[src/rtl/bitfield_feeder.sv]
// ---------------------------------------------------------------------------
// bitfield_feeder
//
// Double-buffered bit-field extractor front end. Packed 16-bit words are
// buffered in a current/next pair and consumed LSB-first. For each accepted
// field request the block produces a coarse-aligned 16-bit window (sh_din),
// a fine shift of 0..7 (sh_shift) and a field mask (sh_mask). These feed a
// downstream fine-shift stage one cycle after the request is accepted.
//
// Ports
//   clk         in   1  single clock, rising edge
//   rst_n       in   1  asynchronous active-low reset
//   flush       in   1  synchronous clear of all buffered bits
//   word_valid  in   1  upstream word present
//   word_data   in  16  upstream packed word
//   word_ready  out  1  word_data accepted this cycle (combinational)
//   req_valid   in   1  field request
//   req_len     in   4  field length 1..8 (0 or >8 is treated as 8)
//   req_ready   out  1  request accepted this cycle (combinational)
//   sh_din      out 16  coarse-aligned data window
//   sh_shift    out  4  fine shift amount 0..7
//   sh_mask     out 16  field mask applied after the shift
//   sh_valid    out  1  one-cycle strobe qualifying the sh_* outputs
//
// Configuration macro
//   BITFIELD_FEEDER_MASK_EN  defined: sh_mask is a register holding
//                            (1 << len) - 1 for each accepted request.
//                            undefined: sh_mask is tied to 16'hFFFF.
// ---------------------------------------------------------------------------
module bitfield_feeder (
    input  logic        clk,
    input  logic        rst_n,
    input  logic        flush,
    input  logic        word_valid,
    input  logic [15:0] word_data,
    output logic        word_ready,
    input  logic        req_valid,
    input  logic [3:0]  req_len,
    output logic        req_ready,
    output logic [15:0] sh_din,
    output logic [3:0]  sh_shift,
    output logic [15:0] sh_mask,
    output logic        sh_valid
);

    logic [15:0] cur_r;
    logic [15:0] next_r;
    logic        cur_v_r;
    logic        next_v_r;
    logic [4:0]  ptr_r;

    logic [3:0]  len_s;
    logic [4:0]  sum_s;
    logic        acc_s;
    logic        wrap_s;
    logic        wload_s;
    logic        cur_free_s;
    logic [15:0] din_s;

    // Request/word handshake decode and coarse window selection.
    always_comb begin
        len_s      = 4'd8;
        sum_s      = 5'd0;
        req_ready  = 1'b0;
        acc_s      = 1'b0;
        wrap_s     = 1'b0;
        word_ready = 1'b0;
        wload_s    = 1'b0;
        cur_free_s = 1'b0;
        din_s      = 16'd0;

        if ((req_len == 4'd0) || (req_len > 4'd8)) begin
            len_s = 4'd8;
        end else begin
            len_s = req_len;
        end

        sum_s = ptr_r + {1'b0, len_s};

        // A field that runs past the end of cur needs next to be present.
        req_ready = cur_v_r && (next_v_r || (sum_s <= 5'd16)) && !flush;
        acc_s     = req_valid && req_ready;
        wrap_s    = acc_s && (sum_s >= 5'd16);

        word_ready = !next_v_r && !flush;
        wload_s    = word_valid && word_ready;

        // cur is free for an incoming word if it is already empty or is
        // fully consumed this cycle with nothing in next to promote.
        cur_free_s = !cur_v_r || (wrap_s && !next_v_r);

        // Pointers 8..15 take the upper half of cur plus the low byte of
        // next, so the fine shift never exceeds 7.
        if (ptr_r[3] == 1'b0) begin
            din_s = cur_r;
        end else begin
            din_s = {next_r[7:0], cur_r[15:8]};
        end
    end

    // Word buffer, valid flags and read pointer.
    always_ff @(posedge clk or negedge rst_n) begin
        if (!rst_n) begin
            cur_r    <= 16'd0;
            next_r   <= 16'd0;
            cur_v_r  <= 1'b0;
            next_v_r <= 1'b0;
            ptr_r    <= 5'd0;
        end else if (flush) begin
            cur_r    <= 16'd0;
            next_r   <= 16'd0;
            cur_v_r  <= 1'b0;
            next_v_r <= 1'b0;
            ptr_r    <= 5'd0;
        end else begin
            if (acc_s) begin
                if (wrap_s) begin
                    cur_r    <= next_r;
                    cur_v_r  <= next_v_r;
                    next_v_r <= 1'b0;
                    ptr_r    <= sum_s - 5'd16;
                end else begin
                    ptr_r    <= sum_s;
                end
            end else begin
                ptr_r <= ptr_r;
            end

            // Word load is evaluated after consumption so a word arriving
            // on an exact word boundary lands directly in cur.
            if (wload_s) begin
                if (cur_free_s) begin
                    cur_r   <= word_data;
                    cur_v_r <= 1'b1;
                end else begin
                    next_r   <= word_data;
                    next_v_r <= 1'b1;
                end
            end else begin
                next_r <= next_r;
            end
        end
    end

    // Registered fine-shift stage outputs, valid one cycle after accept.
    always_ff @(posedge clk or negedge rst_n) begin
        if (!rst_n) begin
            sh_din   <= 16'd0;
            sh_shift <= 4'd0;
            sh_valid <= 1'b0;
        end else if (flush) begin
            sh_valid <= 1'b0;
        end else begin
            sh_valid <= acc_s;
            if (acc_s) begin
                sh_din   <= din_s;
                sh_shift <= {1'b0, ptr_r[2:0]};
            end else begin
                sh_din   <= sh_din;
                sh_shift <= sh_shift;
            end
        end
    end

`ifdef BITFIELD_FEEDER_MASK_EN
    function automatic logic [15:0] field_mask(input logic [3:0] len);
        return (16'd1 << len) - 16'd1;
    endfunction

    // Field mask register, loaded alongside sh_din on accept.
    always_ff @(posedge clk or negedge rst_n) begin
        if (!rst_n) begin
            sh_mask <= 16'd0;
        end else if (flush) begin
            sh_mask <= sh_mask;
        end else if (acc_s) begin
            sh_mask <= field_mask(len_s);
        end else begin
            sh_mask <= sh_mask;
        end
    end
`else
    assign sh_mask = 16'hFFFF;
`endif

endmodule

[config.mk]
export PLATFORM = sky130hd
export DESIGN_NAME = bitfield_feeder
export DESIGN_NICKNAME = d
export VERILOG_FILES = /design/src/rtl/bitfield_feeder.sv
export SDC_FILE = /design/constraint.sdc
export NUM_CORES = 1
export LEC_CHECK = 0
export CORE_UTILIZATION = 46
export DETAILED_ROUTE_END_ITERATION = 16
export PLACE_DENSITY = 0.84
export SYNTH_ARGS = -nofsm -noshare
export SYNTH_HDL_FRONTEND = slang
export SYNTH_SLANG_ARGS = --single-unit
export TNS_END_PERCENT = 50
[constraint.sdc]
create_clock -name clk -period 2.6 [get_ports clk]
set_clock_uncertainty 0.15 [all_clocks]
set_input_delay 0.52 -clock clk [delete_from_list [all_inputs] [get_ports clk]]
set_output_delay 0.52 -clock clk [all_outputs]
set_load 0.02 [all_outputs]
==> out/metrics.csv <==
metric,value,unit
synth_cell_type_count,40,
cp-end-kind,register,
crit_fanout,4,
io_pins,64,
dr.first_iter.drc_count,134,
dieArea,7000,µm²
ys_seq_elements,59,
outcome,finished with violations,
ant_nets,0,
switching_share,28.8,%
syn_area,3070,µm²
cts_tree,built,
finalInstanceArea,4530,µm²
ys_seq_area_share,48.1,%
synth-async-reset-ratio,100,%
rows,29,
drc_errors,0,
drive_gt1_share,29.5,%
p_total,2730,µW
crit_arrival,3.04,ns
die_width,83.7,µm
timing.final.crit_period,2.96,ns
yosysTopAreaCellShare,48.1,%
slowest_stage,fa_2,
setup_slack,-0.362,ns
peakVddDrop,0.000569,V
whs,0.158,ns
yosys.area.top_type,dfrtp_1,
antenna_found_initial,0,
ys_top_cells_by_area,"dfrtp_1 48%, mux2_1 6.6%, mux2i_1 5.5%, a311oi_1 4.6%, nand2_1 4.5%",
grt_max_degree,60,
slew_violations,0,
grt_use_total,24.1,%
p_int,1950,µW
slew_headroom,51.4,%
rsz0062_at_grt,yes,
synth-edff-count,0,
fin_nets,401,
port-buffer-count,46,
use_met1,30.1,%
seqPwrFrac,39.6,%
globalRoute.totalOverflow,0,
die_h,83.7,µm
p_switching,787,µW
dr.pass1.iters,4,
coreArea,6390,µm²
clockRootBuffer,clkbuf_8,
start_util,48.0,%
dpl_cell_area,3700,µm²
syn_to_final_growth,47.6,%
insertion_delay,0.34,ns
pwr-share-clk,35.1,%
p_comb_share,25.3,%
synthCells,299,
fmax,338,MHz
p_leak,0.00197,µW
grt_pass1_vias,2595,
clock-sinks,59,
clock_path_buffers,2,
worstSetupStartpointType,input pin,
synthFlopType,dfrtp_1,
grtUsageMet3,5.04,%
clk_pin_slew,0.07,ns
critPathKind,in2reg,
critical_path.max_stage_delay,0.41,ns
h-tree-depth,3,
drt-vias-per-instance,5.63,
crit_chain,buf_2 -> nor2b_4 -> ha_4 -> fa_2 -> a211o_1 -> buf_4 -> a31o_4 -> nor2_4 -> buf_6 -> nand2_4 -> nand4b_4 -> bufbuf_16 -> mux2_1,
crit_required,2.68,ns
p_per_area,603,nW/µm²
violations,negative setup slack,
grt_pass1_wl,13.0,mm
yosys_warnings,0,
routed_wl,8.23,mm
path_buf_inv,4,
dpl.hpwl,4.23,mm
post-route-period-util,114,%
syn_avg_cell_area,10.3,µm²
finalSetupViolations,58,
post_drt_wl_per_cell,18.2,µm
dp_slack,-1.17,ns
tightest_slew,0.729,ns
gp_congestion,0.799,
final-hold-violation-count,0,
drv_cap,0,
met2_usage,41.5,%
busiest_layer,met2,
num_antenna_cells,0,
cpLargestDelayFamily,buffers and inverters,
cts_buffers,9,
vias,2551,
min_path_type,in2async,
[synthesized netlist by cell type (all sizes together) (2+ instances only)]
cell / number
dfrtp: 59
nand2: 38
nor2: 38
buf: 27
nor2b: 20
mux2: 19
a21oi: 18
mux2i: 17
a311oi: 16
clkbuf: 8
ha: 4
nand2b: 4
nor3: 4
o21ai: 4
nor3b: 3
conb: 2
nand3b: 2
or2: 2
xnor2: 2
[layer usage]
layer | part of all wire, % | vias up | wire length, µm
li1 | - | 1140 | -
met3 | 4.3 | 19 | 355
met2 | 52 | 93 | 4280
met4 | 2.9 | 0 | 241
met1 | 41 | 1299 | 3360
met5 | 0 | - | 0
[final cells by class]
class	count	area [µm²]
multi-input cells	220	1750
flip-flops and latches	59	1480
clock inverters	4	72.6
well taps	77	96.3
clock buffers	12	155
fillers	419	1860
repair buffers	81	981
[cells by family (layout without fill, tap and decap cells)]
kind of cell | count (synthesis) | count (layout) | share of synthesized area (%)
buffers and inverters | 35 | 97 | 7.22
AND/OR/NAND/NOR | 115 | 115 | 18.6
flip-flops | 59 | 59 | 48.1
AO/OA/AOI/OAI | 44 | 44 | 10.1
XOR/XNOR | 3 | 3 | 0.857
multiplexers | 36 | 36 | 12.5
adder cells (fa/ha/maj) | 5 | 5 | 2.28
other | 2 | 17 | 0.245
[state kept, by name, summed over array words and instances, names as in the netlist]
name      flops
sh_shift      3
cur_r        16
sh_din       16
cur_v_r       1
sh_valid      1
ptr_r         5
next_r       16
next_v_r      1
[what timing repair did]
item,in CTS,in global routing
buffers inserted,8,2
setup endpoints to repair,60,59
gates cloned,8,0
gates resized for setup,63,18
hold buffers,0,0
pin swaps,23,21
[worst paths after layout]
path,start,end,slack (ns),cells past startpoint
hold / removal,rst_n,ptr_r[2]$_DFFE_PN0P_,0.16,2
max in group asynchronous,rst_n,cur_v_r$_DFF_PN0_,1.63,2
setup / recovery,req_len[0],next_r[12]$_DFFE_PN0P_,-0.36,13
setup reg to reg,ptr_r[0]$_DFFE_PN0P_,next_r[12]$_DFFE_PN0P_,-0.35,11
hold reg to reg,sh_shift[2]$_DFFE_PN0P_,sh_shift[2]$_DFFE_PN0P_,0.33,1
min in group clk,sh_shift[2]$_DFFE_PN0P_,sh_shift[2]$_DFFE_PN0P_,0.33,1
[cells in the final DEF, fill, tap and decap left out, drive strengths merged, types with 3 or more instances in the layout]
cell           instances
dfrtp                 59
conb                  17
clkbuf                12
a21oi                 18
buf                   35
nor3                   4
nand2                 38
clkdlybuf4s50         40
o21ai                  4
nor2                  38
mux2                  19
a311oi                16
nand2b                 4
mux2i                 17
nor3b                  3
bufbuf                 4
nor2b                 20
ha                     4
[through the flow]
| step | utilization, % | TNS, ns | cells |
|---|---|---|---|
| 2_1_floorplan | - | -3.82 | 314 |
| 6_report | 70.9 | -12.33 | 453 |
| 3_3_place_gp | 58.0 | -39.88 | 422 |
| 3_5_place_dp | 58.0 | -45.18 | 422 |
| 5_1_grt | 70.9 | -16.29 | 453 |
| 4_1_cts | 69.2 | -13.26 | 451 |
[power groups by stage]
stage	logic (µW)	clock network (µW)	registers [µW]
finish	691	960	1080
CTS	646	961	1080
global route	730	1010	1090
detailed placement	554	0	1090
floorplan	229	0	1160
global placement	539	0	1090
No activity file was read; power rests on OpenSTA's default activity.
